File: src/rtl/cand_pkg.sv
// cand_pkg: width derivations and constants shared by the candidate generator and selector
package cand_pkg;

    localparam logic [63:0] MET_MAX = '1;

    function automatic int awidth(input int a);
        return $clog2(a) + 1;
    endfunction

    function automatic int jwidth(input int j);
        return $clog2(j) + 1;
    endfunction

    function automatic int metw(input int cw, input int j);
        return cw + $clog2(j) + 1;
    endfunction

endpackage

File: src/rtl/cand_cost_lut.sv
// cand_cost_lut: cost table storage, guarded write port and registered per-position lookup (S1)
module cand_cost_lut
    import cand_pkg::*;
#(
    parameter int J = 14,
    parameter int A = 2,
    parameter int COST_W = 16,
    localparam int AW = awidth(A),
    localparam int JW = jwidth(J)
) (
    input  logic                  clk,
    input  logic                  rst,
    input  logic                  i_wr_en,
    input  logic [JW-1:0]         i_wr_j,
    input  logic [AW-1:0]         i_wr_a,
    input  logic [COST_W-1:0]     i_wr_data,
    input  logic                  i_frozen,
    output logic                  o_wr_err,
    input  logic [J*AW-1:0]       i_row,
    output logic [J*COST_W-1:0]   o_cost,
    output logic                  o_illegal
);

    logic [COST_W-1:0]   r_cost [J][A];
    logic                w_wr_ok;
    logic [J*COST_W-1:0] w_cost;
    logic                w_illegal;

    assign w_wr_ok = i_wr_en && !i_frozen && (i_wr_j < JW'(J)) && (i_wr_a < AW'(A));

    // table write; anything dropped (frozen table or out-of-range index) is flagged
    always_ff @(posedge clk or posedge rst) begin
        if (rst) begin
            for (int j = 0; j < J; j++)
                for (int a = 0; a < A; a++)
                    r_cost[j][a] <= '0;
            o_wr_err <= 1'b0;
        end else begin
            o_wr_err <= i_wr_en && !w_wr_ok;
            for (int j = 0; j < J; j++)
                for (int a = 0; a < A; a++)
                    if (w_wr_ok && i_wr_j == JW'(j) && i_wr_a == AW'(a))
                        r_cost[j][a] <= i_wr_data;
        end
    end

    // per-position lookup; an out-of-alphabet symbol contributes 0 and marks the row ineligible
    always_comb begin
        w_cost = '0;
        w_illegal = 1'b0;
        for (int j = 0; j < J; j++) begin
            if (i_row[j*AW +: AW] >= AW'(A))
                w_illegal = 1'b1;
            for (int a = 0; a < A; a++)
                if (i_row[j*AW +: AW] == AW'(a))
                    w_cost[j*COST_W +: COST_W] = r_cost[j][a];
        end
    end

    // S1 lookup register
    always_ff @(posedge clk or posedge rst) begin
        if (rst) begin
            o_cost <= '0;
            o_illegal <= 1'b0;
        end else begin
            o_cost <= w_cost;
            o_illegal <= w_illegal;
        end
    end

endmodule

File: src/rtl/candidate_metric_select.sv
// candidate_metric_select: per-frame minimum-metric candidate selection; CAND_METRIC_INDEX_EN adds best_index/frame_cnt
module candidate_metric_select
    import cand_pkg::*;
#(
    parameter int J = 14,
    parameter int A = 2,
    parameter int COST_W = 16,
    localparam int AWIDTH = awidth(A),
    localparam int J_WIDTH = jwidth(J),
    localparam int MET_W = metw(COST_W, J)
) (
    input  logic                  clk,
    input  logic                  rst,
    input  logic                  cost_wr_en,
    input  logic [J_WIDTH-1:0]    cost_wr_j,
    input  logic [AWIDTH-1:0]     cost_wr_a,
    input  logic [COST_W-1:0]     cost_wr_data,
    output logic                  cost_wr_err,
    input  logic [J*AWIDTH-1:0]   candidate_row,
    input  logic                  candidate_row_tvalid,
    input  logic                  candidate_row_tlast,
    output logic [J*AWIDTH-1:0]   best_row,
    output logic [MET_W-1:0]      best_metric,
    output logic                  best_valid,
    output logic                  busy
`ifdef CAND_METRIC_INDEX_EN
    ,
    output logic [15:0]           best_index,
    output logic [15:0]           frame_cnt
`endif
);

    logic [J*AWIDTH-1:0] r_row1, r_row2, r_run_row, r_fin_row, w_run_row;
    logic                r_v1, r_l1, r_v2, r_l2, r_ill2, r_first, r_fin_v;
    logic [MET_W-1:0]    r_met2, r_run_met, r_fin_met, w_run_met, w_sum;
    logic [J*COST_W-1:0] w_cost1;
    logic                w_ill1, w_upd, w_none;

    cand_cost_lut #(.J(J), .A(A), .COST_W(COST_W)) u_lut (
        .clk       (clk),
        .rst       (rst),
        .i_wr_en   (cost_wr_en),
        .i_wr_j    (cost_wr_j),
        .i_wr_a    (cost_wr_a),
        .i_wr_data (cost_wr_data),
        .i_frozen  (busy | candidate_row_tvalid),
        .o_wr_err  (cost_wr_err),
        .i_row     (candidate_row),
        .o_cost    (w_cost1),
        .o_illegal (w_ill1)
    );

    // sum of the per-position costs; MET_W leaves headroom for J full-scale terms
    always_comb begin
        w_sum = '0;
        for (int j = 0; j < J; j++)
            w_sum = w_sum + MET_W'(w_cost1[j*COST_W +: COST_W]);
    end

    assign w_upd = r_v2 && !r_ill2 && (r_first || (r_met2 < r_run_met));
    assign w_none = r_first && !w_upd;
    assign w_run_row = w_upd ? r_row2 : r_run_row;
    assign w_run_met = w_upd ? r_met2 : r_run_met;

    // S1 row/tag register and S2 metric register
    always_ff @(posedge clk or posedge rst) begin
        if (rst) begin
            r_row1 <= '0;
            r_v1 <= 1'b0;
            r_l1 <= 1'b0;
            r_row2 <= '0;
            r_met2 <= '0;
            r_v2 <= 1'b0;
            r_l2 <= 1'b0;
            r_ill2 <= 1'b0;
        end else begin
            r_row1 <= candidate_row;
            r_v1 <= candidate_row_tvalid;
            r_l1 <= candidate_row_tvalid && candidate_row_tlast;
            r_row2 <= r_row1;
            r_met2 <= w_sum;
            r_v2 <= r_v1;
            r_l2 <= r_l1;
            r_ill2 <= w_ill1;
        end
    end

    // S3 running-best update; the closing beat latches the frame result and re-arms the first-beat flag
    always_ff @(posedge clk or posedge rst) begin
        if (rst) begin
            r_first <= 1'b1;
            r_run_row <= '0;
            r_run_met <= '0;
            r_fin_v <= 1'b0;
            r_fin_row <= '0;
            r_fin_met <= '0;
        end else begin
            r_fin_v <= r_v2 && r_l2;
            if (r_v2) begin
                r_first <= r_l2 || w_none;
                r_run_row <= w_run_row;
                r_run_met <= w_run_met;
            end
            if (r_v2 && r_l2) begin
                r_fin_row <= w_none ? '0 : w_run_row;
                r_fin_met <= w_none ? MET_MAX[MET_W-1:0] : w_run_met;
            end
        end
    end

    // output stage; busy drops with best_valid unless a newer frame already has beats in flight
    always_ff @(posedge clk or posedge rst) begin
        if (rst) begin
            best_row <= '0;
            best_metric <= '0;
            best_valid <= 1'b0;
            busy <= 1'b0;
        end else begin
            best_valid <= r_fin_v;
            if (r_fin_v) begin
                best_row <= r_fin_row;
                best_metric <= r_fin_met;
            end
            busy <= candidate_row_tvalid ? 1'b1 : (r_fin_v && !r_v1 && !r_v2) ? 1'b0 : busy;
        end
    end

`ifdef CAND_METRIC_INDEX_EN
    logic [15:0] r_cnt, r_run_idx, r_fin_idx;

    // beat position of the winner within its frame and completed-frame count
    always_ff @(posedge clk or posedge rst) begin
        if (rst) begin
            r_cnt <= '0;
            r_run_idx <= '0;
            r_fin_idx <= '0;
            best_index <= '0;
            frame_cnt <= '0;
        end else begin
            if (r_v2) begin
                r_cnt <= r_l2 ? '0 : r_cnt + 16'd1;
                if (w_upd)
                    r_run_idx <= r_cnt;
            end
            if (r_v2 && r_l2)
                r_fin_idx <= w_none ? '0 : (w_upd ? r_cnt : r_run_idx);
            if (r_fin_v) begin
                best_index <= r_fin_idx;
                frame_cnt <= frame_cnt + 16'd1;
            end
        end
    end
`endif

endmodule

File: config.mk
export PLATFORM = sky130hd
export DESIGN_NAME = candidate_metric_select
export DESIGN_NICKNAME = d
export VERILOG_FILES = /design/src/rtl/cand_pkg.sv /design/src/rtl/cand_cost_lut.sv /design/src/rtl/candidate_metric_select.sv
export SDC_FILE = /design/constraint.sdc
export NUM_CORES = 2
export LEC_CHECK = 0
export CORE_MARGIN = 1
export CORE_UTILIZATION = 60
export CTS_CLUSTER_SIZE = 16
export DETAILED_ROUTE_END_ITERATION = 6
export GPL_ROUTABILITY_DRIVEN = 0
export GPL_TIMING_DRIVEN = 0
export HOLD_SLACK_MARGIN = 0.06
export PLACE_DENSITY = 0.89
export REMOVE_ABC_BUFFERS = 1
export SLEW_MARGIN = 30
export SYNTH_ARGS = -nofsm -noshare
export SYNTH_HDL_FRONTEND = slang
export SYNTH_SLANG_ARGS = --single-unit
export TNS_END_PERCENT = 50
File: constraint.sdc
create_clock -name clk -period 33.3 [get_ports clk]
set_input_delay 4.995 -clock clk [delete_from_list [all_inputs] [get_ports clk]]
set_output_delay 4.995 -clock clk [all_outputs]
set_load 0.005 [all_outputs]
==> impl_results.md <==
- Outcome: finished, violations left
- Violations in the final reports: design-rule violations
- Async SR Flop Fraction: 100%
- Count of standard-cell rows: 94
- Pins Over Slew Limit: 0
- Overall die area: 68700 um2
- Remaining global-route overflow: 0
- Fraction of the core area covered by cells at the end of the flow: 68.7%
- Synthesized flop and latch total: 907
- Worst hold path class: flop to flop
- Tightest Pin Transition: 1.02 ns
- Area overhead of the layout relative to synthesis: 12.3%
- Timing startpoint of the critical path: candidate_row_tvalid
- HPWL reported at the end of detailed placement: 63200 um
- Critical Path Start Type: primary input
- Final Hold Viols: 0
- Largest fanout on the critical path: 16
- Clock tree from TritonCTS: done
- Setup Viol. Count Final: 0
- Worst path required time: 33.82 ns
- Fillers: 4082
- Min Tclk post-route: 7.82 ns
- Static Leak: 23.0 nW
- Library cells used by synthesis: 56
- PwrDens: 49.9 nW/um2
- Worst R2R End: r_met2[18]
- Post-synthesis area per instance: 13.4 um2
- Top achievable clock speed: 0.128 GHz
- Input/output buffers: 107
- Post CTS Setup Buffer Count: 0
- Ys flop type: dfrtp_1
- Number of hold buffers added after CTS: 0
- Wire length per cell: 24.8 um
- Count of boundary I/O pins: 108
- Resized cells post-CTS: 0
- Number of synthesized flops with an enable pin: 0
- Via count: 24200
- FF-to-FF setup slack: 27.29 ns
- H-tree depth reported by CTS: 3
- Sort of element at the end of the critical path: flop
- Number of cells in the design after placement: 3836
- Arrival time at the worst endpoint: 8.34 ns
- Headroom to the max-slew limit: 32.0%
- Most area-consuming cells after synthesis: dfrtp_1 56%, mux2_2 15%, fa_1 9.2%
- Vertical extent of the die: 262 um
- Vias per cell: 6.05
- Capturing instance or port of the critical path: u_lut.r_cost[144]
- TritonCTS Sinks: 907
- Number of nets at the end of the flow: 3357
- Number of instances in the synthesized netlist: 3021
- Cell at the root of the clock tree: clkbuf_16
- Startpoint-to-endpoint class of the critical path: primary input to flop
- Met3 wire length: 7840 um
- First-pass iteration count of the detailed router: 7
- Die Wd: 262 um
- Fin worst setup slack: 25.48 ns
- Clock buffer depth: 3
- Routed met2 length: 47900 um
- Max Clock Skew: 0.0229 ns
- Highest metal layer used by the detailed router: met5
- Initial core utilization: 61.2%
- Clock Latency Late Sink: 0.65 ns
- First-pass GRT wire length: 153000 um
- Number of remaining DRC errors: 16
- Clock input transition at the sequential cells of the worst setup and hold paths: 0.06 ns
- Power, Total: 2.27 mW
- DR iter-0 viols: 2229
- Placeable core region: 66300 um2
- Most numerous cell in the Yosys netlist: dfrtp_1
- Number of clock buffers inserted by TritonCTS: 89
- Peak supply drop: 0.0000469 V
- Cell type with the highest aggregate area in the netlist: dfrtp_1
- Number of nets still failing antenna checks after routing: 0
- Total GRT Usage: 29.8%
- Logic depth of the worst register-to-register path: 17
- Dpl ws: 25.05 ns
- Final critical-path share of the clock period: 23.5%
- Pin count of the biggest net entering global routing: 105
- Top cell type's share of synthesized area: 55.8%
- Wire length after detailed routing: 99400 um
- Met1 wire length: 38100 um
- Warnings from Yosys: 0
- Share of layout cells above drive strength 1: 25.1%
- Ranking of synthesized cells by instance count: 906 x dfrtp_1, 547 x mux2_2, 322 x inv_1
- Worst reg2reg path startpoint: u_lut.o_cost[101]
- Non-filler cells in the finished layout: 4004
- Vias in the first global route: 26300
- Antenna violations before repair: 3
- Share of the yosys chip area belonging to registers: 55.9%
- Area of the mapped netlist: 40600 um2
- Setup repair after global routing missed its margin: false
- Max-cap viol count: 0
[logic make-up (layout without fill, tap and decap cells)]
group,count (synthesis),in the layout,synth area share (%)
buffers and inverters,504,621,4.77
AO/OA/AOI/OAI,171,171,3.12
multiplexers,771,771,20.7
XOR/XNOR,14,14,0.302
adder cells (fa/ha/maj),238,238,10.8
other,0,2,0
AND/OR/NAND/NOR,416,416,4.40
flip-flops,907,907,55.9
[flip-flops by register name, summed over array words and instances, names as in the netlist, 21 cells and up]
| name | count |
|---|---|
| r_run_met | 21 |
| u_lut.r_cost | 448 |
| r_run_row | 28 |
| best_row | 28 |
| u_lut.o_cost | 224 |
| r_row2 | 28 |
| r_row1 | 28 |
| r_fin_row | 28 |
| r_met2 | 21 |
| r_fin_met | 21 |
| best_metric | 21 |
[report_power, final]
group | switching (mW) | total [mW] | internal (mW)
logic | 0.0624 | 0.0854 | 0.0231
registers | 0.00416 | 1.11 | 1.11
clock network | 0.436 | 1.08 | 0.639
[placed cells by master, fill, tap and decap left out, drive strengths merged, types with 3 or more instances in the layout]
cell / synthesis / routed
nand2: 89 / 89
a21oi: 28 / 28
fa: 187 / 187
inv: 322 / 326
clkinv: 0 / 19
xnor2: 10 / 10
ha: 51 / 51
nor4: 7 / 7
bufinv: 0 / 11
dfrtp: 906 / 906
nor3: 8 / 8
o211ai: 77 / 77
mux2: 547 / 547
clkdlybuf4s50: 0 / 66
o21ai: 15 / 15
clkinvlp: 0 / 4
a21o: 6 / 6
clkbuf: 132 / 128
o311a: 21 / 21
nand2b: 26 / 26
nand4: 7 / 7
nor2b: 5 / 5
mux2i: 224 / 224
o21a: 4 / 4
nand3: 9 / 9
nand4b: 3 / 3
nor2: 251 / 251
buf: 50 / 67
xor2: 4 / 4
[critical path, cell delays in order]
cell             delay [ns]
clkdlybuf4s50_1        0.68
nor4_2                 0.71
nand2_1                0.22
nor2_1                 0.44
nand2_1                0.73
mux2_2                 0.54
[per-stage QoR]
step	hold WS (ns)	cell area [um2]	TNS, ns
after floorplan	0.331	39900	0
after global placement	0.331	42000	-3849.52
after detailed placement	0.336	42400	0
after CTS	0.346	45600	0
after global routing	0.353	45600	0
final	0.343	45600	0
[final cells by class]
type                            count  area [um2]  share of cell area [%]
Tap cell                          864        1080                    2.37
Inverter                          322        1220                    2.67
Sequential cell                   907       22700                    49.8
Clock buffer                      128        2640                    5.78
Clock inverter                     38         528                    1.16
Multi-Input combinational cell   1610       16000                    35.2
Antenna cell                        2        5.00                  0.0110
Timing Repair Buffer              133        1370                    3.01
[how the worst min path moves through the flow]
stage / cells after the start / start / end
final: 0 / r_row1[13] / r_row2[13]
after global routing: 0 / u_lut.o_illegal / r_ill2
after CTS: 0 / r_row1[19] / r_row2[19]
after detailed placement: 0 / r_l1 / r_l2
after global placement: 0 / r_row1[0] / r_row2[0]
after floorplan: 0 / u_lut.o_illegal / r_ill2
[routing by layer]
layer  GRT usage [%]  vias up
met4            15.9        2
li1                -    10100
met2            48.1     1094
met1            37.8    12700
met5               0        -
met3            7.05      328
(Power assumes the default switching activity.)
